## src/rtl/ex_stage.sv

```systemverilog
// Execute stage: ID->EX pipeline register, ALU, data-SRAM request, EX->ID forwarding,
// and an iterative (32-step) multiply/divide unit that owns HI/LO.
module ex_stage (
  input  logic         clk,
  input  logic         rst,
  input  logic [5:0]   stall,
  input  logic [158:0] id_to_ex_bus,
  output logic [75:0]  ex_to_mem_bus,
  output logic [37:0]  ex_to_id_bus,
  output logic         is_lw,
  output logic         stallreq_from_ex,
  output logic         data_sram_en,
  output logic [3:0]   data_sram_wen,
  output logic [31:0]  data_sram_addr,
  output logic [31:0]  data_sram_wdata
);
  localparam logic       Stop   = 1'b1;
  localparam logic [1:0] S_IDLE = 2'd0;
  localparam logic [1:0] S_BUSY = 2'd1;
  localparam logic [1:0] S_DONE = 2'd2;

  // ---------------- ID->EX register ----------------
  logic [158:0] ex_q, ex_d;

  always_comb begin
    ex_d = ex_q;
    if (stall[2] == Stop && stall[3] != Stop) ex_d = '0;
    else if (stall[2] != Stop)                ex_d = id_to_ex_bus;
  end

  always_ff @(posedge clk) begin
    if (rst) ex_q <= '0;
    else     ex_q <= ex_d;
  end

  logic [31:0] pc, inst, rdata1, rdata2;
  logic [11:0] alu_op;
  logic [2:0]  sel_src1;
  logic [3:0]  sel_src2;
  logic        ram_en, rf_we, sel_rf_res;
  logic [3:0]  ram_wen;
  logic [4:0]  rf_waddr;

  assign pc         = ex_q[158:127];
  assign inst       = ex_q[126:95];
  assign alu_op     = ex_q[94:83];
  assign sel_src1   = ex_q[82:80];
  assign sel_src2   = ex_q[79:76];
  assign ram_en     = ex_q[75];
  assign ram_wen    = ex_q[74:71];
  assign rf_we      = ex_q[70];
  assign rf_waddr   = ex_q[69:65];
  assign sel_rf_res = ex_q[64];
  assign rdata1     = ex_q[63:32];
  assign rdata2     = ex_q[31:0];

  // ---------------- operands and ALU ----------------
  logic [31:0] src1, src2;

  always_comb begin
    src1 = rdata1;
    if (sel_src1[1])      src1 = pc;
    else if (sel_src1[2]) src1 = {27'b0, inst[10:6]};
  end

  assign src2 = ({32{sel_src2[0]}} & rdata2)
              | ({32{sel_src2[1]}} & {{16{inst[15]}}, inst[15:0]})
              | ({32{sel_src2[2]}} & 32'd8)
              | ({32{sel_src2[3]}} & {16'b0, inst[15:0]});

  logic [31:0] add_r, sub_r, slt_r, sltu_r, sll_r, srl_r, sra_r, lui_r, alu_res;

  assign add_r  = src1 + src2;
  assign sub_r  = src1 - src2;
  assign slt_r  = {31'b0, ($signed(src1) < $signed(src2))};
  assign sltu_r = {31'b0, (src1 < src2)};
  assign sll_r  = src2 << src1[4:0];
  assign srl_r  = src2 >> src1[4:0];
  assign sra_r  = $signed(src2) >>> src1[4:0];
  assign lui_r  = {src2[15:0], 16'b0};

  // alu_op is one-hot, so an AND-OR mux suffices and all-zero yields 0
  assign alu_res = ({32{alu_op[11]}} & add_r)
                 | ({32{alu_op[10]}} & sub_r)
                 | ({32{alu_op[9]}}  & slt_r)
                 | ({32{alu_op[8]}}  & sltu_r)
                 | ({32{alu_op[7]}}  & (src1 & src2))
                 | ({32{alu_op[6]}}  & ~(src1 | src2))
                 | ({32{alu_op[5]}}  & (src1 | src2))
                 | ({32{alu_op[4]}}  & (src1 ^ src2))
                 | ({32{alu_op[3]}}  & sll_r)
                 | ({32{alu_op[2]}}  & srl_r)
                 | ({32{alu_op[1]}}  & sra_r)
                 | ({32{alu_op[0]}}  & lui_r);

  // ---------------- SPECIAL decode for HI/LO ops ----------------
  logic       special, is_md, md_signed, md_div;
  logic       is_mfhi, is_mflo, is_mthi, is_mtlo;
  logic [5:0] funct;

  assign special   = (inst[31:26] == 6'b0);
  assign funct     = inst[5:0];
  assign is_md     = special && (funct[5:2] == 4'b0110);
  assign md_signed = ~funct[0];
  assign md_div    = funct[1];
  assign is_mfhi   = special && (funct == 6'h10);
  assign is_mthi   = special && (funct == 6'h11);
  assign is_mflo   = special && (funct == 6'h12);
  assign is_mtlo   = special && (funct == 6'h13);

  // ---------------- mul/div unit ----------------
  logic [1:0]  state_q, state_d;
  logic [4:0]  cnt_q, cnt_d;
  logic [31:0] opa_q, opa_d, opb_q, opb_d;
  logic [63:0] acc_q, acc_d;
  logic        div_q, div_d, negq_q, negq_d, negr_q, negr_d;
  logic [31:0] hi_q, hi_d, lo_q, lo_d;

  logic        a_neg, b_neg, md_last;
  logic [31:0] a_abs, b_abs;
  logic [32:0] rem_sh, rem_diff;
  logic [63:0] div_step, mul_step, acc_nxt, prod;
  logic [31:0] fin_hi, fin_lo;

  assign a_neg = md_signed & rdata1[31];
  assign b_neg = md_signed & rdata2[31];
  assign a_abs = a_neg ? (32'd0 - rdata1) : rdata1;
  assign b_abs = b_neg ? (32'd0 - rdata2) : rdata2;

  // Divide: acc holds {remainder, quotient}; quotient bits shift in at the bottom
  assign rem_sh   = acc_q[63:31];
  assign rem_diff = rem_sh - {1'b0, opb_q};
  assign div_step = rem_diff[32] ? {rem_sh[31:0], acc_q[30:0], 1'b0}
                                 : {rem_diff[31:0], acc_q[30:0], 1'b1};
  assign mul_step = acc_q + (opb_q[cnt_q] ? ({32'b0, opa_q} << cnt_q) : 64'd0);
  assign acc_nxt  = div_q ? div_step : mul_step;

  assign prod    = negq_q ? (64'd0 - acc_nxt) : acc_nxt;
  assign md_last = (state_q == S_BUSY) && (cnt_q == 5'd31);

  // Zero divisor leaves remainder = |rs| naturally; only the quotient needs forcing
  always_comb begin
    fin_hi = prod[63:32];
    fin_lo = prod[31:0];
    if (div_q) begin
      fin_hi = negr_q ? (32'd0 - acc_nxt[63:32]) : acc_nxt[63:32];
      fin_lo = (opb_q == 32'd0) ? 32'hFFFF_FFFF
             : (negq_q ? (32'd0 - acc_nxt[31:0]) : acc_nxt[31:0]);
    end
  end

  always_comb begin
    state_d = state_q;
    cnt_d   = cnt_q;
    opa_d   = opa_q;
    opb_d   = opb_q;
    acc_d   = acc_q;
    div_d   = div_q;
    negq_d  = negq_q;
    negr_d  = negr_q;
    case (state_q)
      S_IDLE: if (is_md) begin
        state_d = S_BUSY;
        cnt_d   = 5'd0;
        opa_d   = a_abs;
        opb_d   = b_abs;
        acc_d   = md_div ? {32'b0, a_abs} : 64'd0;
        div_d   = md_div;
        negq_d  = a_neg ^ b_neg;
        negr_d  = a_neg;
      end
      S_BUSY: begin
        acc_d = acc_nxt;
        cnt_d = cnt_q + 5'd1;
        if (cnt_q == 5'd31) state_d = S_DONE;
      end
      default: state_d = S_IDLE;
    endcase
  end

  always_comb begin
    hi_d = hi_q;
    lo_d = lo_q;
    if (md_last) begin
      hi_d = fin_hi;
      lo_d = fin_lo;
    end else begin
      if (is_mthi) hi_d = rdata1;
      if (is_mtlo) lo_d = rdata1;
    end
  end

  always_ff @(posedge clk) begin
    if (rst) begin
      state_q <= S_IDLE;
      cnt_q   <= '0;
      opa_q   <= '0;
      opb_q   <= '0;
      acc_q   <= '0;
      div_q   <= 1'b0;
      negq_q  <= 1'b0;
      negr_q  <= 1'b0;
      hi_q    <= '0;
      lo_q    <= '0;
    end else begin
      state_q <= state_d;
      cnt_q   <= cnt_d;
      opa_q   <= opa_d;
      opb_q   <= opb_d;
      acc_q   <= acc_d;
      div_q   <= div_d;
      negq_q  <= negq_d;
      negr_q  <= negr_d;
      hi_q    <= hi_d;
      lo_q    <= lo_d;
    end
  end

  assign stallreq_from_ex = ((state_q == S_IDLE) && is_md) || (state_q == S_BUSY);

  // ---------------- writeback view and outputs ----------------
  logic        wb_we;
  logic [4:0]  wb_addr;
  logic [31:0] wb_res;

  always_comb begin
    wb_we   = rf_we;
    wb_addr = rf_waddr;
    wb_res  = alu_res;
    if (is_md) wb_we = 1'b0;
    if (is_mfhi || is_mflo) begin
      wb_we   = 1'b1;
      wb_addr = inst[15:11];
      wb_res  = is_mfhi ? hi_q : lo_q;
    end
  end

  assign ex_to_mem_bus   = {pc, ram_en, ram_wen, sel_rf_res, wb_we, wb_addr, wb_res};
  assign ex_to_id_bus    = {wb_we, wb_addr, wb_res};
  assign is_lw           = ram_en && (ram_wen == 4'b0);
  assign data_sram_en    = ram_en;
  assign data_sram_wen   = ram_wen;
  assign data_sram_addr  = alu_res;
  assign data_sram_wdata = rdata2;

  logic unused_bits;
  assign unused_bits = ^{stall[5:4], stall[1:0], sel_src1[0], inst[25:16]};

endmodule

```

## config.mk

```make
export PLATFORM = sky130hd
export DESIGN_NAME = ex_stage
export DESIGN_NICKNAME = d
export VERILOG_FILES = /design/src/rtl/ex_stage.sv
export SDC_FILE = /design/constraint.sdc
export NUM_CORES = 2
export LEC_CHECK = 0
export CAP_MARGIN = 20
export CELL_PAD_IN_SITES_DETAIL_PLACEMENT = 1
export CELL_PAD_IN_SITES_GLOBAL_PLACEMENT = 1
export CORE_ASPECT_RATIO = 0.6
export CORE_MARGIN = 2
export CORE_UTILIZATION = 39
export DETAILED_ROUTE_END_ITERATION = 8
export PLACE_DENSITY_LB_ADDON = 0.2
export SETUP_SLACK_MARGIN = 0.1
export SYNTH_ARGS = -nofsm -noshare
export SYNTH_HDL_FRONTEND = slang
export SYNTH_SLANG_ARGS = --single-unit
```

## constraint.sdc

```tcl
create_clock -name clk -period 16.2 [get_ports clk]
set_input_delay 4.05 -clock clk [delete_from_list [all_inputs] [get_ports clk]]
set_output_delay 4.05 -clock clk [all_outputs]
set_load 0.01 [all_outputs]
```

# Yosys cells after proc, flatten, opt, wreduce, memory -nomap -nowiden

Index checks and enable logic that the tools add are counted.

$add $sub $neg: 10
Multipliers: 0
Div/mod/pow operators: 0
Order comparisons: 3
Equality and inequality tests: 9
Shifts and indexed selects: 4
Muxes and demuxes: 32
Bitwise gates (word level): 38
Reduce and logical (&&, ||, !) cells: 22

Operator list:

| cell                    | count |
|---|---|
| $mux W32                | 16 |
| $or A32 B32 Y32         | 14 |
| $and A32 B32 Y32        | 13 |
| $mux W64                | 5 |
| $pmux W64 S2            | 1 |
| $sub A1 B32 Y32 const A | 4 |
| $add A64 B64 Y64        | 1 |
| $and A32 B1 Y32         | 2 |
| $lt A32 B32 Y1          | 2 |
| $shl A32 B5 Y64         | 1 |
| $sub A1 B64 Y64 const A | 1 |
| $sub A33 B32 Y33        | 1 |
| $add A32 B32 Y32        | 1 |
| $and A32 B16 Y32        | 1 |
| $logic_not A32 Y1       | 1 |
| $not A32 Y32            | 1 |
| $or A32 B4 Y32          | 1 |
| $shl A32 B5 Y32         | 1 |
| $shr A32 B5 Y32         | 1 |
| $sshr A32 B5 Y32        | 1 |
| $sub A32 B32 Y32        | 1 |
| $xor A32 B32 Y32        | 1 |
| $eq A6 B5 Y1 const B    | 4 |
| $mux W5                 | 2 |
| other kinds (22)        | 41 |

Flip-flop bits (word level): 361
Latch bits: 0
Bits in writable memories: 0
Memory bits (read-only): 0
Input port bits: 167
Output and inout port bits: 185
Word-level logic and storage cells: 129
Memories kept: 0

# Longest topological paths before layout

Word-level depth: 18
Depth in mapped cells: 27
Depth with buffers taken out: 25

# Worst setup path after synthesis

OpenSTA, ideal clock, no wires.

Path kind: register to output
From: reg ex_q[82]
To: out ex_to_mem_bus[24]
Arrival time: 5,546 ps
Data required time: 12,150 ps
Setup slack: 6,604 ps
Cell stages (with the launch flop): 24
Path buffers: 7
Cell sequence: dfxtp_1 clkbuf_1 mux2i_1 o21a_1 clkbuf_1 buf_1 buf_1 clkbuf_1 ha_1 clkbuf_1 o21bai_1 a21oi_1 o21bai_1 a21o_1 a21oi_1 o21ai_0 a2111oi_0 nor2_1 a311o_1 mux2_2 a211oi_1 o21ai_0 o21a_1 buf_4

Cells in the longest elaborated chain, start to end: 16
Elaborated cells on any way between the ends: 32
Classes of those cells: 2 x add/sub; 3 x shift; 3 x mux; 24 x bitwise

Ends and longest elaborated chain:

| item                                                 | line   | source |
|---|---|---|
| start: declaration                                   | 23     | `logic [158:0] ex_q, ex_d;` |
| start signal: assignment                             | 32     | `if (rst) ex_q <= '0;` |
| start signal: assignment                             | 33     | `else ex_q <= ex_d;` |
| $mux W32 (*)                                         | 63     | `else if (sel_src1[2]) src1 = {27'b0, inst[10:6]};` |
| $mux W32 (*)                                         | 62     | `if (sel_src1[1]) src1 = pc;` |
| $add A32 B32 Y32 or $sub A32 B32 Y32 (tied branches) | 73, 74 |  |
| $and A32 B32 Y32 (on tied branches)                  | 83, 84 |  |
| $or A32 B32 Y32                                      | 84     | `\| ({32{alu_op[10]}} & sub_r)` |
| $or A32 B32 Y32                                      | 85     | `\| ({32{alu_op[9]}} & slt_r)` |
| $or A32 B32 Y32                                      | 86     | `\| ({32{alu_op[8]}} & sltu_r)` |
| $or A32 B32 Y32                                      | 87     | `\| ({32{alu_op[7]}} & (src1 & src2))` |
| $or A32 B32 Y32                                      | 88     | `\| ({32{alu_op[6]}} & ~(src1 \| src2))` |
| $or A32 B32 Y32                                      | 89     | `\| ({32{alu_op[5]}} & (src1 \| src2))` |
| $or A32 B32 Y32                                      | 90     | `\| ({32{alu_op[4]}} & (src1 ^ src2))` |
| $or A32 B32 Y32                                      | 91     | `\| ({32{alu_op[3]}} & sll_r)` |
| $or A32 B32 Y32                                      | 92     | `\| ({32{alu_op[2]}} & srl_r)` |
| $or A32 B32 Y32 (*)                                  | 93     | `\| ({32{alu_op[1]}} & sra_r)` |
| $or A32 B32 Y32 (*)                                  | 94     | `\| ({32{alu_op[0]}} & lui_r);` |
| via data_sram_addr[24]                               | 14     | `output logic [31:0] data_sram_addr,` |
| $mux W32 (*)                                         | 231    | `if (is_mfhi \|\| is_mflo) begin` |
| end: declaration                                     | 8      | `output logic [75:0] ex_to_mem_bus,` |

The timed path passes the listed nets; every way through them passes the cells marked *.

# Worst setup path in the final report

From: reg ex_q[82]
To: out ex_to_mem_bus[0]

Cells in the longest elaborated chain, start to end: 16
Elaborated cells on any way between the ends: 36
Classes of those cells: 2 x add/sub; 2 x order compare; 3 x shift; 3 x mux; 26 x bitwise

Ends and longest elaborated chain:

| item                                                 | line |
|---|---|
| $mux W32 (*)                                         | 63 |
| $mux W32 (*)                                         | 62 |
| $add A32 B32 Y32 or $sub A32 B32 Y32 (tied branches) | 73, 74 |
| $and A32 B32 Y32 (on tied branches)                  | 83, 84 |
| $or A32 B32 Y32                                      | 84 |
| $or A32 B32 Y32                                      | 85 |
| $or A32 B32 Y32                                      | 86 |
| $or A32 B32 Y32                                      | 87 |
| $or A32 B32 Y32                                      | 88 |
| $or A32 B32 Y32                                      | 89 |
| $or A32 B32 Y32                                      | 90 |
| $or A32 B32 Y32                                      | 91 |
| $or A32 B32 Y32                                      | 92 |
| $or A32 B32 Y32 (*)                                  | 93 |
| $or A32 B32 Y32 (*)                                  | 94 |
| $mux W32 (*)                                         | 231 |

Mark *: on every way between the ends. The rest lies on a longest branch, timed or not.

==> impl_metrics.py <==
metrics = {
    "outcome": {
        "status": "complete, no violations",
    },
    "cts": {
        "clk_pin_slew_ps": 60,
        "root_buffer": "clkbuf_16",
        "clk_path_buf_depth": 3,
        "cts_resized": 0,
        "tritoncts": "yes",
        "cts_hold_buf": 0,
        "clk-insertion-delay-late_ps": 620,
        "cts.htree.levels": 2,
        "cts_made_buffers": 39,
        "clock-sinks": 350,
        "cts_setup_buffers": 0,
    },
    "route": {
        "drcViolationCount": 0,
        "wl_per_cell_um": 30.84,
        "via_per_inst": 6.512,
        "drt_iter0_drc": 5402,
        "vias": 41750,
        "firstDrtPassIters": 5,
        "wirelength_mm": 197.7,
        "ant_nets": 0,
    },
    "pwr": {
        "p_clk_share_pct": 35.1,
        "power_switching_share_pct": 36.57,
        "p_seq_share_pct": 33.7,
        "p_leak_uw": 0.01671,
        "intPower_uw": 1728,
        "ir_drop_v": 0.00005115,
        "p_per_area_mw_per_mm2": 64.92,
        "switchingPower_uw": 996.2,
        "power_frac_comb_pct": 31.2,
        "finalPower_uw": 2724,
    },
    "floorplan": {
        "dieArea_sq_mm": 0.09755,
        "core_area_sq_mm": 0.09405,
        "die_y_um": 242.7,
        "die_w_um": 401.9,
        "io_pins": 352,
        "initial_utilization_pct": 39.39,
        "rows": 87,
    },
    "synthesis": {
        "async_reset_ff_share_pct": 0,
        "synth_common_cells": "nor2_1, nand2_1, a21oi_1",
        "synth_area_per_cell_sq_um": 7.232,
        "synth_seq_cells": 350,
        "synth_cell_types": 100,
        "synth_largest_area_cell": "dfxtp_1",
        "yosys.area.top_type_share_pct": 18.92,
        "synth_cells": 5122,
        "synth_edf_count": 0,
        "synth_fa_ha_area_share_pct": 6.904,
        "synth_mux_area_share_pct": 12.79,
        "synth_top_family_by_area": "compound AO/OA/AOI/OAI gates",
        "yosysWarnings": 0,
        "netlist_area_sq_mm": 0.03704,
        "synth_area_leaders": "dfxtp_1, mux2i_1, ha_1",
        "ys.flop_type": "dfxtp_1",
        "synthSimpleGateAreaFrac_pct": 21.67,
        "synthXorXnorAreaFrac_pct": 4.752,
        "yosysMostFrequentCell": "nor2_1",
        "synth_compound_area_share_pct": 26.97,
        "ys_seq_area_share_pct": 18.92,
        "synth_fp_nets": 5491,
    },
    "place": {
        "gp_congestion": 1.077,
        "numPortBuffers": 336,
        "dp_cells": 6337,
        "hpwl_mm": 158.0,
        "post_dp_cell_area_sq_mm": 0.04065,
    },
    "job": {
        "cap_violations": 0,
    },
    "sta": {
        "tns_ps": 0,
        "relSlewSlack_pct": 9.200,
        "hold_slack_ps": 493.4,
        "setup_viol": 0,
        "grt_setup_unrepaired": "no",
        "fin_skew_ps": 30.57,
        "fin_crit_ps": 12000,
        "tightest_slew_ps": 1343,
        "finalMaxSlewViolations": 0,
        "final-hold-violation-count": 0,
        "fmax_ghz": 0.08330,
        "finalCritPeriodShare_pct": 74.10,
    },
    "worst_setup_path": {
        "crit_type": "flop to primary output",
        "cp.required_ps": 12150,
        "critical-path-max-stage-delay_ps": 990,
        "crit_path_end_kind": "primary output",
        "critPathLaunchType": "flop",
        "cp.arrival_ps": 7950,
        "crit_chain": "mux2i_1 -> o21a_2 -> buf_4 -> buf_4 -> fa_1 -> o21bai_1 -> a21oi_1 -> o21bai_1 -> a21o_1 -> a21oi_1 -> o21ai_0 -> a2111oi_0 -> nor3_1 -> nor2_1 -> a211oi_1 -> nor2b_1 -> o41ai_1 -> o21a_1 -> clkdlybuf4s50_1",
        "cp_max_fo": 43,
        "cp_slowest_cell": "a2111oi_0",
    },
    "final_layout": {
        "areaGrowthSynthToFinish_pct": 13.27,
        "drive_above_1_share_pct": 6.624,
        "fin_area_sq_mm": 0.04196,
        "fin_cells": 6411,
        "nets": 5505,
    },
    "global_route": {
        "grt_pass1_wl_mm": 282.2,
        "grt_max_degree": 84,
        "grt_pass1_vias": 39020,
        "track_usage_pct": 38.81,
        "antenna_found_initial": 10,
        "grt_overflow": 0,
    },
    "min_path": {
        "hp-class": "flop to flop",
    },
}
[worst max-delay path: cells and delay by family (launching register included)]
family	cells	cell delay, ps
fa+ha+maj	1	340
simple gates	3	840
flops	1	630
buf+inv	3	1590
mux	1	260
compound gates	11	3620
[cells in the final DEF (no fill, tap or decap), types with 22 or more instances in the layout]
cell	n
a211oi_1	111
a21o_1	57
a21oi_1	380
a221oi_1	63
a22oi_1	58
a31oi_1	60
and2_1	29
and3_1	33
buf_4	115
clkbuf_16	39
clkdlybuf4s50_1	334
dfxtp_1	343
ha_1	198
inv_1	186
mux2_2	41
mux2i_1	353
mux4_2	33
nand2_1	539
nand2b_1	58
nand3_1	95
nand4_1	48
nor2_1	630
nor2b_1	55
nor3_1	101
nor4_1	40
o211ai_1	69
o21a_1	69
o21ai_0	322
o21bai_1	23
o31ai_1	36
or2_2	22
or3_1	35
xnor2_1	104
xor2_1	97
[registers in the layout, indices dropped and copies added, names as in the netlist]
signal and flops:
acc_q 64, cnt_q 5, div_q 1, ex_q 148, hi_q 32, lo_q 32, negq_q 1, negr_q 1
opa_q 32, opb_q 32, state_q 2
[worst paths after layout]
kind	from	end	slack [ps]	cells past startpoint
setup reg to reg	cnt_q[1]$_SDFFE_PP0P_	hi_q[30]$_SDFFE_PP0P_	6320	21
hold reg to reg	ex_q[79]$_SDFFE_PP0N_	ex_q[79]$_SDFFE_PP0N_	490	2
hold / removal	ex_q[79]$_SDFFE_PP0N_	ex_q[79]$_SDFFE_PP0N_	490	2
setup / recovery	ex_q[82]$_SDFFE_PP0N_	ex_to_mem_bus[0]	4200	19
[area by class of cell]
type | instances | area [sq um]
Timing Repair Buffer | 452 | 4240
Multi-Input combinational cell | 4102 | 27140
Clock buffer | 53 | 1109
Inverter | 191 | 716.9
Antenna cell | 2 | 5.005
Fill cell | 11690 | 52090
Clock inverter | 15 | 167.7
Tap cell | 1246 | 1559
Sequential cell | 350 | 7018
[metal layers]
layer,GRT usage [%],vias up,wire length [um],share of wire (%)
met4,7.032,4,3783,1.9
li1,-,18490,-,-
met1,59.84,20840,93560,47
met5,0,-,27,0.014
met2,49.88,2230,73010,37
met3,14.38,190,27310,14
[per-stage QoR]
step                setup WS (ps)  utilization (%)
finish                       4196            44.61
global route                 3877            44.61
CTS                          4348            44.58
detailed placement           5055            43.22
global placement             5172            43.22
floorplan                    6604                -
[power by group through the flow]
stage               Clock (uW)  Sequential (uW)  Combinational (uW)
floorplan                    0              915                 476
global placement             0              935                 806
detailed placement           0              936                 814
CTS                        964              917                 819
global route               994              919                 887
finish                     957              918                 850
[cells by family after synthesis]
kind of cell,after synthesis
and+or+nand+nor,1767
AOI/OAI and AO/OA,1505
buffers and inverters,670
muxes,427
DFF,350
adders and majority gates,202
xor gates and xnor gates,201
Note: power is estimated with default switching activity, not from simulation.
